### config.mk
export PLATFORM = sky130hd
export DESIGN_NAME = expand_1s
export DESIGN_NICKNAME = d
export VERILOG_FILES = /design/src/rtl/expand_1s.sv
export SDC_FILE = /design/constraint.sdc
export NUM_CORES = 1
export LEC_CHECK = 0
export CAP_MARGIN = 20
export CELL_PAD_IN_SITES_DETAIL_PLACEMENT = 0
export CELL_PAD_IN_SITES_GLOBAL_PLACEMENT = 1
export CORE_ASPECT_RATIO = 2
export CORE_UTILIZATION = 25
export DETAILED_ROUTE_END_ITERATION = 16
export PLACE_DENSITY = 0.61
export SYNTH_ARGS = -nofsm -noshare
export SYNTH_HDL_FRONTEND = slang
export SYNTH_SLANG_ARGS = --single-unit
### constraint.sdc
create_clock -name clk -period 2.4 [get_ports clk]
set_input_delay 0.48 -clock clk [delete_from_list [all_inputs] [get_ports clk]]
set_output_delay 0.48 -clock clk [all_outputs]
set_load 0.02 [all_outputs]
### src/rtl/expand_1s.sv
// expand_1s: stretches each run of 1s on a serial stream by EXT cycles, then forces GAP low cycles.
// Optional build macro EXPAND_RETRIG_EN: a 1 during the extension re-enters PASS and merges the runs.
module expand_1s #(
    parameter int EXT = 2,
    parameter int GAP = 1,
    parameter int CW  = 8
) (
    input  logic          clk,
    input  logic          reset,
    input  logic          in,
    output logic          out,
    output logic          busy,
    output logic [CW-1:0] run_cnt
);

    typedef enum logic [1:0] {
        S_IDLE   = 2'd0,
        S_PASS   = 2'd1,
        S_EXTEND = 2'd2,
        S_GAP    = 2'd3
    } state_t;

    // Counter preloads; guarded so a zero parameter never produces a negative value.
    localparam logic [CW-1:0] EXT_LOAD = (EXT > 0) ? CW'(EXT - 1) : '0;
    localparam logic [CW-1:0] GAP_LOAD = (GAP > 0) ? CW'(GAP - 1) : '0;

    state_t        state, state_nxt;
    logic [CW-1:0] cnt, cnt_nxt;
    logic [CW-1:0] run_cnt_nxt;
    logic          done;

    always_ff @(posedge clk or posedge reset) begin
        if (reset) begin
            state   <= S_IDLE;
            cnt     <= '0;
            run_cnt <= '0;
        end else begin
            state   <= state_nxt;
            cnt     <= cnt_nxt;
            run_cnt <= run_cnt_nxt;
        end
    end

    // 'done' marks the cycle an expansion finishes; the shared tail below counts it and picks GAP or IDLE.
    always_comb begin
        state_nxt   = state;
        cnt_nxt     = cnt;
        run_cnt_nxt = run_cnt;
        done        = 1'b0;
        case (state)
            S_IDLE: begin
                if (in) state_nxt = S_PASS;
            end
            S_PASS: begin
                if (!in) begin
                    if (EXT > 0) begin
                        state_nxt = S_EXTEND;
                        cnt_nxt   = EXT_LOAD;
                    end else begin
                        done = 1'b1;
                    end
                end
            end
            S_EXTEND: begin
`ifdef EXPAND_RETRIG_EN
                if (in) state_nxt = S_PASS;
                else
`endif
                if (cnt != '0) cnt_nxt = cnt - CW'(1);
                else done = 1'b1;
            end
            S_GAP: begin
                if (cnt != '0) cnt_nxt = cnt - CW'(1);
                else state_nxt = S_IDLE;
            end
            default: state_nxt = S_IDLE;
        endcase

        if (done) begin
            run_cnt_nxt = run_cnt + CW'(1);
            if (GAP > 0) begin
                state_nxt = S_GAP;
                cnt_nxt   = GAP_LOAD;
            end else begin
                state_nxt = S_IDLE;
            end
        end
    end

    assign out  = (state == S_PASS) || (state == S_EXTEND);
    assign busy = (state != S_IDLE);

endmodule

==> impl_metrics.tcl, run 1 <==
set metrics [dict create \
    utilization_pct 31.52 \
    io_buffers 12 \
    clock_latency_ps 250 \
    hold_buffers 0 \
    leakagePower_nw 0.5928 \
    clk_pin_slew_worst_paths_ps 70 \
    cts_resized 0 \
    cts-root-buf "clkbuf_8" \
    crit_slowest_cell "clkdlybuf4s50_1" \
    grt_pass1_vias 865 \
    wl_per_cell_um 14.02 \
    outcome "complete, no violations" \
    irDropWorstVdd_mv 0.4101 \
    vias 841 \
    viasPerCell 4.890 \
    yosysTopAreaCell "dfrtp_1" \
    synth_seq_cells 18 \
    holdWs_ps 479.7 \
    drv_cap 0 \
    rsz0062_at_grt "no" \
    powerDensity_nw_per_um2 1203 \
    track_usage_pct 10.94 \
    die_h_um 95.10 \
    slew_headroom_pct 52.66 \
    wl_um 2412 \
    ys_warn_count 0 \
    synthMuxAreaShare_pct 2.079 \
    synth_top_area_share_pct 41.57 \
    antenna_cells 0 \
    grt-ovfl-total 0 \
    syn2layout_area_growth_pct 20.09 \
    netlist-cell-type-count 34 \
    slowest_delay_ps 610 \
    period_needed_ps 2173 \
    first_pass_iters 4 \
    path_cells "inv_1, ha_1, inv_1, clkdlybuf4s50_1" \
    nNetsFinal 131 \
    synthSimpleGateAreaFrac_pct 24.13 \
    grt_pass1_wl_um 3870 \
    syn_area_per_cell_um2 10.22 \
    cts_setup_buffers 0 \
    synthAdderAreaFrac_pct 8.083 \
    synth_compound_area_share_pct 14.32 \
    report.final.slew_viol_count 0 \
    crit_path_start_kind "register" \
    synth_area_leaders "dfrtp_1 (42%), ha_1 (8.1%), a211o_2 (3.7%), nor3_1 (3.7%), nand2_1 (3.5%)" \
    path_max_fanout 4 \
    drive_gt1_share_pct 11.67 \
    fin_crit_sh_pct 90.54 \
    cts_num_sinks 18 \
    fmax_mhz 460.2 \
    syn-instance-count 106 \
    setup_tns_ps 0 \
    cts_max_level 1 \
    clock_path_buffers 2 \
    ios 13 \
    nFillCells 446 \
    critPathKind "register to primary output" \
    cp.required_ps 1920 \
    place_congestion 0.7110 \
    worst-endpoint-arrival_ps 1690 \
    first_iter_violations 15 \
    power_mw 1.565 \
    grt_start_max_net_pins 19 \
    num_rows 33 \
    ys_seq_area_share_pct 41.57 \
    drcViolationCount 0 \
    dieArea_um2 4617 \
    syn_area_um2 1084 \
    setup_viol_count_final 0 \
    synth_nets 116 \
    crit_top_cell "inv_1" \
    hold_viol 0 \
    holdCritPathClass "register to register" \
    antenna_found_initial 0 \
    synth_top_family_by_area "simple AND/OR/NAND/NOR gates" \
    chipWidth_um 48.55 \
    setup.worst_path.end_class "primary output" \
    ant_nets 0 \
    finClkSkew_ps 4.831 \
    tightest_slew_ps 709.3 \
    synth_xor_area_share_pct 5.658 \
    core-area_um2 4129 \
    start_util_pct 26.24 \
    dp_hpwl_um 1821 \
    cts_buffers 3 \
    cts_tree "yes" \
]
-- state kept, by name, indices dropped and copies added, names as in the netlist --
name / cells
cnt: 8
run_cnt: 8
state: 2
-- layout make-up --
| class | count | area [µm²] | share of cell area [%] |
|---|---|---|---|
| flip-flops and latches | 18 | 450.4 | 34.62 |
| multi-input cells | 80 | 588.1 | 45.19 |
| inverters | 6 | 22.52 | 1.731 |
| clock buffers | 4 | 55.05 | 4.231 |
| well taps | 52 | 65.06 | 5.000 |
| repair buffers | 12 | 120.1 | 9.231 |
-- worst max-delay path, delay by kind of cell (launching register included) --
| family | cells | cell delay [ps] |
|---|---|---|
| adder cells (fa/ha/maj) | 1 | 250 |
| buffers and inverters | 3 | 810 |
| flip-flops | 1 | 380 |
-- synthesized netlist by cell type --
cell	number
buf_6	2
nor4_1	1
nand4_1	2
xnor2_1	4
o221ai_1	2
or3_1	1
a211o_1	1
nor2_1	5
a2111oi_0	1
nor3b_1	1
o31a_1	1
a211o_2	4
ha_1	7
o21bai_1	1
nor4b_2	1
and3_1	5
a21oi_1	3
dfrtp_1	18
nand2b_1	1
a31oi_1	1
nor2b_1	4
o22ai_1	1
and4bb_2	1
inv_1	6
nor3_1	8
nand2_1	10
nand3_1	2
xor2_1	3
o21ai_4	1
a221o_1	2
nand3b_1	1
nor4_2	1
and2_1	2
mux2_2	2
-- routing by layer --
layer  wire length (µm)  track usage [%]
met1                962            10.22
met2               1376            22.65
met3                 48            1.435
met4                 24            5.147
met5                  0                0
-- layout by cell type, fill, tap and decap left out, drive strengths merged, types with 2 or more instances in the layout --
master	synthesis	layout
a211o	5	5
a21oi	3	3
a221o	2	2
and2	2	2
and3	5	5
clkbuf	0	4
clkdlybuf4s50	0	12
dfrtp	18	18
ha	7	7
inv	6	6
mux2	2	2
nand2	10	10
nand3	2	2
nand4	2	2
nor2	5	5
nor2b	4	4
nor3	8	8
nor4	2	2
o221ai	2	2
xnor2	4	4
xor2	3	3
-- report_power, final --
group | switching (mW) | internal (mW) | leakage, nW | total (mW)
sequential | 0.112 | 0.388 | 0.239 | 0.499
clock | 0.105 | 0.146 | 0.0288 | 0.250
combinational | 0.447 | 0.369 | 0.325 | 0.816
-- through the flow --
step / setup slack [ps] / instances / area (µm²)
floorplan: 556.1 / 106 / 1084
global placement: 388.4 / 168 / 1246
detailed placement: 353.9 / 168 / 1246
CTS: 202.9 / 172 / 1301
global route: 167.6 / 172 / 1301
finish: 227.1 / 172 / 1301
-- logic make-up (layout without fill, tap and decap cells) --
| kind of cell | after synthesis | count (layout) |
|---|---|---|
| and+or+nand+nor | 46 | 46 |
| AOI/OAI and AO/OA | 18 | 18 |
| DFF | 18 | 18 |
| buffers and inverters | 8 | 22 |
| adders and majority gates | 7 | 7 |
| xor gates and xnor gates | 7 | 7 |
| muxes | 2 | 2 |
-- worst paths after layout --
| check | start | depth (start not counted) | slack (ps) | end |
|---|---|---|---|---|
| setup / recovery | state[0] | 4 | 230 | busy |
| hold / removal | run_cnt[7] | 1 | 480 | run_cnt[7] |
| setup reg to reg | state[0] | 6 | 380 | cnt[0] |
| hold reg to reg | run_cnt[7] | 1 | 480 | run_cnt[7] |
| max in group asynchronous | reset | 2 | 1300 | cnt[0] |
| min in group asynchronous | reset | 2 | 640 | cnt[4] |
No activity file was read; power rests on OpenSTA's default activity.
==> inputs of run 2 (changes only) <==
RECOVER_POWER = 100   (was default)
REMOVE_ABC_BUFFERS = 1   (was default)
clock period = 2.1 ns   (was 2.4 ns; I/O delays follow)
==> impl_metrics.tcl, run 2 (synthesis gave the netlist of run 1 again) <==
set metrics [dict create \
    hold_start "run_cnt[7]" \
    setup_viol_count_final 0 \
    irDropWorstVdd_mv 0.5192 \
    design_area_um2 1326 \
    drcViolationCount 0 \
    antenna_cells 0 \
    core-area_um2 4129 \
    place_congestion 0.7340 \
    slowest_delay_ps 370 \
    track_usage_pct 11.72 \
    first_iter_violations 14 \
    fin_crit_sh_pct 91.65 \
    die_h_um 95.10 \
    ant_nets 0 \
    leakagePower_nw 0.6330 \
    cts-root-buf "clkbuf_8" \
    reg2regPathDepth 6 \
    reg_top3 "cnt (8), run_cnt (8), state (2)" \
    grt_start_max_net_pins 19 \
    holdCritPathClass "register to register" \
    critPathKind "register to register" \
    cts_num_sinks 18 \
    dp_hpwl_um 1824 \
    vias 873 \
    rsz0062_at_grt "no" \
    setup.worst_path.end_class "register" \
    clock_latency_ps 260 \
    r2r_slack_ps 180 \
    hold_viol 0 \
    powerDensity_nw_per_um2 1349 \
    path_max_fanout 8 \
    reg2reg_to "cnt[0]" \
    placed_cell_area_um2 1284 \
    final_common_cell "dfrtp_1" \
    r2r-start "state[0]" \
    nFillCells 463 \
    final_cell_mix "dfrtp_1 (18), nand2_1 (10), dlygate4sd3_1 (9)" \
    io_buffers 12 \
    path_cells "inv_1, ha_1, and4bb_2, and2_1, o21ai_4, mux2_2" \
    syn2layout_area_growth_pct 22.40 \
    outcome "complete, no violations" \
    start_util_pct 26.24 \
    chipWidth_um 48.55 \
    wl_um 2385 \
    antenna_found_initial 0 \
    wl_per_cell_um 13.47 \
    ios 13 \
    nNetsFinal 136 \
    worst-endpoint-arrival_ps 2060 \
    cp.required_ps 2240 \
    grt_pass1_vias 897 \
    crit_path_start_kind "register" \
    drv_cap 0 \
    first_pass_iters 4 \
    cpLargestDelayFamily "simple AND/OR/NAND/NOR gates" \
    cts_setup_buffers 0 \
    holdWs_ps 467.3 \
    clk_pin_slew_worst_paths_ps 70 \
    cts_max_level 1 \
    fmax_mhz 519.6 \
    tightest_slew_ps 988.2 \
    report.final.slew_viol_count 0 \
    whs_path_depth 1 \
    grt_pass1_wl_um 4133 \
    period_needed_ps 1925 \
    cp.buffers_inverters 1 \
    dieArea_um2 4617 \
    drive_gt1_share_pct 12.80 \
    slew_headroom_pct 34.12 \
    cts_tree "yes" \
    hold_buffers 0 \
    setup_tns_ps 0 \
    finClkSkew_ps 7.945 \
    grt-ovfl-total 0 \
    num_rows 33 \
    clock_path_buffers 2 \
    viasPerCell 4.932 \
    min_to "run_cnt[7]" \
    crit_slowest_cell "dfrtp_1" \
    cts_buffers 3 \
]
run 2: cell types whose count changed in the layout (fill, tap and decap cells not counted), sizes merged:
cell / change
buf: +3
clkbuf: +3
clkdlybuf4s50: -11
dlygate4sd2: +1
dlygate4sd3: +9
run 2: cell type report:
type | count | area (µm²) | area share, %
Timing Repair Buffer | 17 | 142.6 | 10.75
Tap cell | 52 | 65.06 | 4.906
Inverter | 6 | 22.52 | 1.698
Clock buffer | 4 | 55.05 | 4.151
Sequential cell | 18 | 450.4 | 33.96
Multi-Input combinational cell | 80 | 590.6 | 44.53
run 2: report_power, final:
group	switching (mW)	internal, mW	leakage (nW)
combinational	0.526	0.419	0.365
sequential	0.118	0.443	0.239
clock	0.117	0.167	0.0288
total	0.760	1.03	0.633
run 2: worst max path at each step:
| stage | end | slack, ps | start | cells past startpoint |
|---|---|---|---|---|
| CTS | out | 30 | state[0] | 3 |
| detailed placement | cnt[1] | 120 | in | 5 |
| global route | cnt[1] | 60 | state[0] | 6 |
| floorplan | cnt[0] | 280 | state[0] | 6 |
| finish | cnt[0] | 180 | state[0] | 6 |
| global placement | cnt[1] | 150 | in | 5 |
run 2: per-stage QoR:
stage          instances  util, %  worst slack [ps]  total power [mW]
2_1_floorplan        104        -             283.0             1.214
3_3_place_gp         173    31.09             153.4             1.524
3_5_place_dp         173    31.09             124.6             1.551
4_1_cts              177    32.39             32.01             1.838
5_1_grt              177    32.12             61.04             1.932
6_report             177    32.12             175.5             1.789
run 2: routing by layer:
layer	GRT usage (%)	share of wire, %
met3	1.435	2.3
met4	5.147	1.7
met2	24.18	58
met5	0	0
met1	11.23	38
run 2: what timing repair did:
item                                    4_1_cts  5_1_grt
hold endpoints to repair                      0        0
resized for setup                             1        2
endpoints found under the setup margin        1        3
